## config.mk

```make
export PLATFORM = sky130hd
export DESIGN_NAME = emc_arb
export DESIGN_NICKNAME = d
export VERILOG_FILES = /design/src/rtl/emc_arb.sv
export SDC_FILE = /design/constraint.sdc
export NUM_CORES = 1
export LEC_CHECK = 0
export ABC_AREA = 1
export CAP_MARGIN = 20
export CORE_MARGIN = 8
export CORE_UTILIZATION = 50
export DETAILED_ROUTE_END_ITERATION = 8
export PLACE_DENSITY_LB_ADDON = 0.3
export SLEW_MARGIN = 5
export SYNTH_ARGS = -nofsm -noshare
export SYNTH_HDL_FRONTEND = slang
export SYNTH_SLANG_ARGS = --single-unit
```

## constraint.sdc

```tcl
create_clock -name DSPCLK -period 1.4 [get_ports DSPCLK]
set_input_delay 0.42 -clock DSPCLK [delete_from_list [all_inputs] [get_ports DSPCLK]]
set_output_delay 0.42 -clock DSPCLK [all_outputs]
set_load 0.01 [all_outputs]
```

## src/rtl/emc_arb.sv

```systemverilog
// emc_arb: external-bus arbiter for core, ECM and byte-DMA with external bus-request hold
// Ports:
//   DSPCLK, T_RSTn                clock, asynchronous active-low reset
//   CORE_req, ECM_req, BDMA_req   internal access requests (level)
//   CYC_end                       one-cycle pulse, current external bus cycle done
//   BRn                           external bus request, active-low, asynchronous
//   CORE_gnt, ECM_gnt, BDMA_gnt   registered, mutually exclusive grants
//   BGn, BGHn                     registered bus grant / bus-grant-hang, active-low
//   OWNER                         registered owner code: 00 none, 01 core, 10 ECM, 11 BDMA
module emc_arb (
  input  logic       DSPCLK,
  input  logic       T_RSTn,
  input  logic       CORE_req,
  input  logic       ECM_req,
  input  logic       BDMA_req,
  input  logic       CYC_end,
  input  logic       BRn,
  output logic       CORE_gnt,
  output logic       ECM_gnt,
  output logic       BDMA_gnt,
  output logic       BGn,
  output logic       BGHn,
  output logic [1:0] OWNER
);
  typedef enum logic [2:0] {S_IDLE, S_OWN, S_TURN, S_HOLD, S_RLS} state_t;
  state_t     r_state;
  logic       r_sync1, r_sync2;
  logic [3:0] r_starve;
  logic       w_br_s, w_any, w_arb, w_starved, w_bgn_nxt;
  logic [1:0] w_win;
  always_ff @(posedge DSPCLK or negedge T_RSTn)
    if (!T_RSTn) begin
      r_sync1 <= 1'b1;
      r_sync2 <= 1'b1;
    end else begin
      r_sync1 <= BRn;
      r_sync2 <= r_sync1;
    end
  assign w_br_s    = !r_sync2;
  assign w_any     = CORE_req | ECM_req | BDMA_req;
  assign w_arb     = (r_state == S_IDLE) || (r_state == S_TURN);
  // a starved BDMA only wins while it is still asking
  assign w_starved = (r_starve == 4'd15) && BDMA_req;
  assign w_win     = w_starved ? 2'b11 : CORE_req ? 2'b01 : ECM_req ? 2'b10 : 2'b11;
  // bus is handed out (or kept) only from the arbitration points or while holding
  assign w_bgn_nxt = !(w_br_s && (w_arb || r_state == S_HOLD));
  always_ff @(posedge DSPCLK or negedge T_RSTn)
    if (!T_RSTn)
      r_starve <= 4'd0;
    else if (!BDMA_req || BDMA_gnt)
      r_starve <= 4'd0;
    else if (r_starve != 4'd15)
      r_starve <= r_starve + 4'd1;
  always_ff @(posedge DSPCLK or negedge T_RSTn)
    if (!T_RSTn) begin
      r_state  <= S_IDLE;
      OWNER    <= 2'b00;
      CORE_gnt <= 1'b0;
      ECM_gnt  <= 1'b0;
      BDMA_gnt <= 1'b0;
      BGn      <= 1'b1;
      BGHn     <= 1'b1;
    end else begin
      BGn  <= w_bgn_nxt;
      BGHn <= w_bgn_nxt || !w_any;
      case (r_state)
        S_IDLE, S_TURN:
          if (w_br_s)
            r_state <= S_HOLD;
          else if (w_any) begin
            r_state  <= S_OWN;
            OWNER    <= w_win;
            CORE_gnt <= (w_win == 2'b01);
            ECM_gnt  <= (w_win == 2'b10);
            BDMA_gnt <= (w_win == 2'b11);
          end else
            r_state <= S_IDLE;
        S_OWN:
          if (CYC_end) begin
            r_state  <= S_TURN;
            OWNER    <= 2'b00;
            CORE_gnt <= 1'b0;
            ECM_gnt  <= 1'b0;
            BDMA_gnt <= 1'b0;
          end
        S_HOLD:
          if (!w_br_s)
            r_state <= S_RLS;
        S_RLS:
          r_state <= S_IDLE;
        default:
          r_state <= S_IDLE;
      endcase
    end
endmodule

```

==> results list <==
- Crit path setup slack, layout: approximately 0.034 ns
- Logic gate share of total power: 0.460
- After synthesis, the share of cell area in mux cells is 0.
* Filler-free cell count of the finished design: roughly 140
* Hold Crit Endpoint: r_sync2$_DFF_PN1_
- Sw Pwr: slightly above 0.0008 W
- Max Clock Skew: about 0.0035 ns
* Core Box Area: 1510 sq um
- Boundary pin count: 14
* Power share of the sequential group: 0.382
* Leftover overflow at the end of global routing: 0
* Met3 wire length: between 100 and 150 um
- The setup check on the worst reg-to-reg path leaves a slack of approximately 0.13 ns.
* Sw Ratio: 0.406
- CTS buffer count: 3
- Cell leakage power: ~0.54 nW
- Effective utilization at floorplan: 0.530
* Arithmetic-cell share of the synthesized area counting full adders, half adders and majority gates: 0.0157
- At the worst endpoint, the arrival time is ~0.95 ns.
- Max-cap violations in this run came to 0.
- Core Util, Final: 0.687
- Violation count after the first detailed-routing iteration: 15
* Wire length reported by the detailed router: 1.68 mm
- Global placer's final weighted congestion: around 0.76
- Worst Setup End Kind: primary output
- The number of placed instances, taps included, is approximately 130.
- Clock Power Share: 0.157
- Pin count of the biggest net entering global routing: 17
- The flow ran to the end, and the final reports show no timing, DRC or antenna violations.
- For this run, the slowest stage of the critical path takes slightly above 0.4 ns.
- The share of the Yosys chip area taken by registers is 0.508.
* Clock tree from TritonCTS: yes
- Based on the critical path, the design can be clocked at up to 732 MHz.
- Standard-cell row count: 14
* Number of levels in the clock H-tree: 1
* Critical Path, Cell by Cell: clkdlybuf4s15_1
- The synthesized-area fraction occupied by ao, oa, aoi and oai cells came to 0.0611.
* Number of port buffers: 13
* Synth-to-layout area growth: 29.6%
* Slew of the pin with the lowest slew margin: about 0.24 ns
* Internal power contribution: roughly 0.0012 W
* Via count of the first global-routing pass: between 600 and 700
* Total via count in the routed design: roughly 710
- Clk slew on worst S/H paths: 0.10 ns
- Final setup vio count: 0
* Share of final-layout standard cells stronger than drive strength 1: 0.283
* Synth Area in XOR/XNOR: 0
* Number of cells traversed by the worst hold path: 0
* Class of the tightest hold or removal check: flop to flop
- Netlist cell types: 19
* Clock tree root buffer cell: sky130_fd_sc_hd__clkbuf_4
* Warnings from Yosys: 0
* Setup crit start kind: flop
* Count of antenna diodes in the layout: 0
- Clock latency on the worst-skew pair, taken at its later pin, is around 0.30 ns.
* Period utilization: 0.976
- After synthesis, the largest family of logic cells by area is simple AND/OR/NAND/NOR gates.
* Instance count of the mapped netlist: 95
- Total routing usage reported by global routing: 0.111
- In this run the power density over the cells is just under 2000 nW/um^2.
- Clock tree synthesis found a total of 16 sinks.
* Wire length of the first global-routing pass: roughly 2.8 mm
* Number of antenna violations at the first check in global routing: 0
- Detailed placer's ending HPWL: approximately 1.3 mm
- The worst register-to-register path begins at r_starve[1]$_DFFE_PN0P_.
* Post-DRT Antenna Nets: 0
- Wire per inst: 12.3 um
- Tightest slew margin relative to the limit: 0.843
- Most frequent standard cell in the layout excluding fill and tap cells: sky130_fd_sc_hd__nand2_1
* CP delay by family, top: flip-flops
* Post-synthesis cell area: between 700 and 800 sq um
- Signal routing reaches up to met4.
- In this run the most critical hold path is launched from r_sync1$_DFF_PN1_.
- The clock period could shrink to between 1 and 1.5 ns.
- Buffering stage count on the worst path with inverters included: 1
- The worst setup path is of the flop to primary output kind.
- The library cells used most frequently in the layout, excluding fill and tap cells, are 23 x sky130_fd_sc_hd__nand2_1, 13 x sky130_fd_sc_hd__nor2_1, 12 x sky130_fd_sc_hd__dfrtp_1.
* CTS Hold Buffers Added: 0
- Number of hold violations in the final report: 0
* Maximum number of buffers from clock root to sink: 2
- Met1 wire length: a little under 700 um
- Met2 WL: 830 um
* Worst reg2reg endpoint: OWNER[1]$_DFFE_PN0P_
- Drt via density: around 5.3
* Residual DRC count: 0
* Seq cells post-synth: 16
- For this design, the slowest cell found on the critical path is sky130_fd_sc_hd__dfrtp_1.
- STA puts the critical path data required time at between 0.9 and 1 ns.
- Simple-gate portion of the synthesized area: 0.359
- The floorplan step set the die width to around 56 um.
- Counting every net in the synthesized netlist gives around 100.
* Slew Viols, Final: 0
- Die Y-Extent: approximately 56 um
- Number of iterations in the first detailed-routing pass: 4
* Overall die area: between 3000 and 4000 sq um
- Number of nets at the end of the flow: about 130
* Worst R2R Path Depth: 7
- The most critical setup path has its startpoint at ECM_gnt$_DFFE_PN0P_.
- Highest ir drop seen on vdd: roughly 1.1 mV
* Maximum fanout along the worst path: 2
* Worst setup slack after placement: -0.210 ns
- A synthesized cell averages ~8.4 sq um.
-- state kept, by name (all words and copies together), names as in the netlist --
register	count
r_sync2	1
ECM_gnt	1
r_sync1	1
CORE_gnt	1
r_state	3
BGn	1
OWNER	2
BGHn	1
BDMA_gnt	1
r_starve	4
-- timing repair --
action | CTS | global route
resized for setup | 15 | 6
buffers inserted | 0 | 3
pin swaps | 0 | 2
gates cloned | 0 | 0
setup endpoints to repair | 7 | 8
-- synth_stat cells --
cell                      number  area (sq um)
sky130_fd_sc_hd__nand3_2       1          10.0
sky130_fd_sc_hd__nand2_1      24          90.1
sky130_fd_sc_hd__nor2_2        2          12.5
sky130_fd_sc_hd__inv_1         8          30.0
sky130_fd_sc_hd__nor2_8        1          20.0
sky130_fd_sc_hd__inv_2         4          15.0
sky130_fd_sc_hd__nor2_1       13          48.8
sky130_fd_sc_hd__nor2_4        2          22.5
sky130_fd_sc_hd__o21ai_1       2          10.0
sky130_fd_sc_hd__a21oi_1       4          20.0
sky130_fd_sc_hd__dfstp_2       4           105
sky130_fd_sc_hd__nand4_1       3          18.8
sky130_fd_sc_hd__nand2_4       1          11.3
sky130_fd_sc_hd__o21ai_0       2          10.0
sky130_fd_sc_hd__nand3_1       8          40.0
sky130_fd_sc_hd__nand2_2       2          12.5
sky130_fd_sc_hd__ha_1          1          12.5
sky130_fd_sc_hd__a31o_2        1          8.76
sky130_fd_sc_hd__dfrtp_1      12           300
-- routing by layer --
layer / vias up / global-route usage
met1: 337 / 0.114
met3: 5 / 0.0388
li1: 351 / -
met5: - / 0
met4: 0 / 0.0722
met2: 21 / 0.186
-- how the worst max path moves through the flow --
stage                                 endpoint  slack, ns  cells after the start
final                                  ECM_gnt       0.03                      1
after global routing      BDMA_gnt$_DFFE_PN0P_     -0.001                      8
after CTS                             OWNER[0]      0.008                      1
after detailed placement  OWNER[1]$_DFFE_PN0P_      -0.21                      8
after global placement    BDMA_gnt$_DFFE_PN0P_      -0.18                      8
after floorplan           BDMA_gnt$_DFFE_PN0P_       0.23                      7
-- cell families (layout without fill, tap and decap cells) --
logic type,Yosys count,count (layout)
and+or+nand+nor,57,57
DFF,16,16
buffers and inverters,12,37
AOI/OAI and AO/OA,9,9
adders and majority gates,1,1
-- stage by stage --
step / hold WS (ns) / TNS, ns / area, sq um / total power (W)
after floorplan: 0.124 / 0 / 798 / 0.00136
after global placement: 0.346 / -1.17 / 986 / 0.00167
after detailed placement: 0.347 / -1.42 / 986 / 0.00170
after CTS: 0.361 / 0 / 1010 / 0.00195
after global routing: 0.363 / -0.00110 / 1030 / 0.00216
final: 0.361 / 0 / 1030 / 0.00201
-- power groups by stage --
stage / combinational, W / clock (W) / sequential [W]
2_1_floorplan: 0.000559 / 0 / 0.000803
3_3_place_gp: 0.000893 / 0 / 0.000775
3_5_place_dp: 0.000919 / 0 / 0.000783
4_1_cts: 0.000867 / 0.000314 / 0.000769
5_1_grt: 0.00105 / 0.000324 / 0.000791
6_report: 0.000925 / 0.000316 / 0.000768
-- final cells by class --
cell class	count	area (sq um)
clock buffer	4	36.3
fill	119	472
inverter	12	45.0
multi-input combinational	67	350
sequential	16	405
tap	16	20.0
timing repair buffer	21	178
No activity file was read; power rests on OpenSTA's default activity.
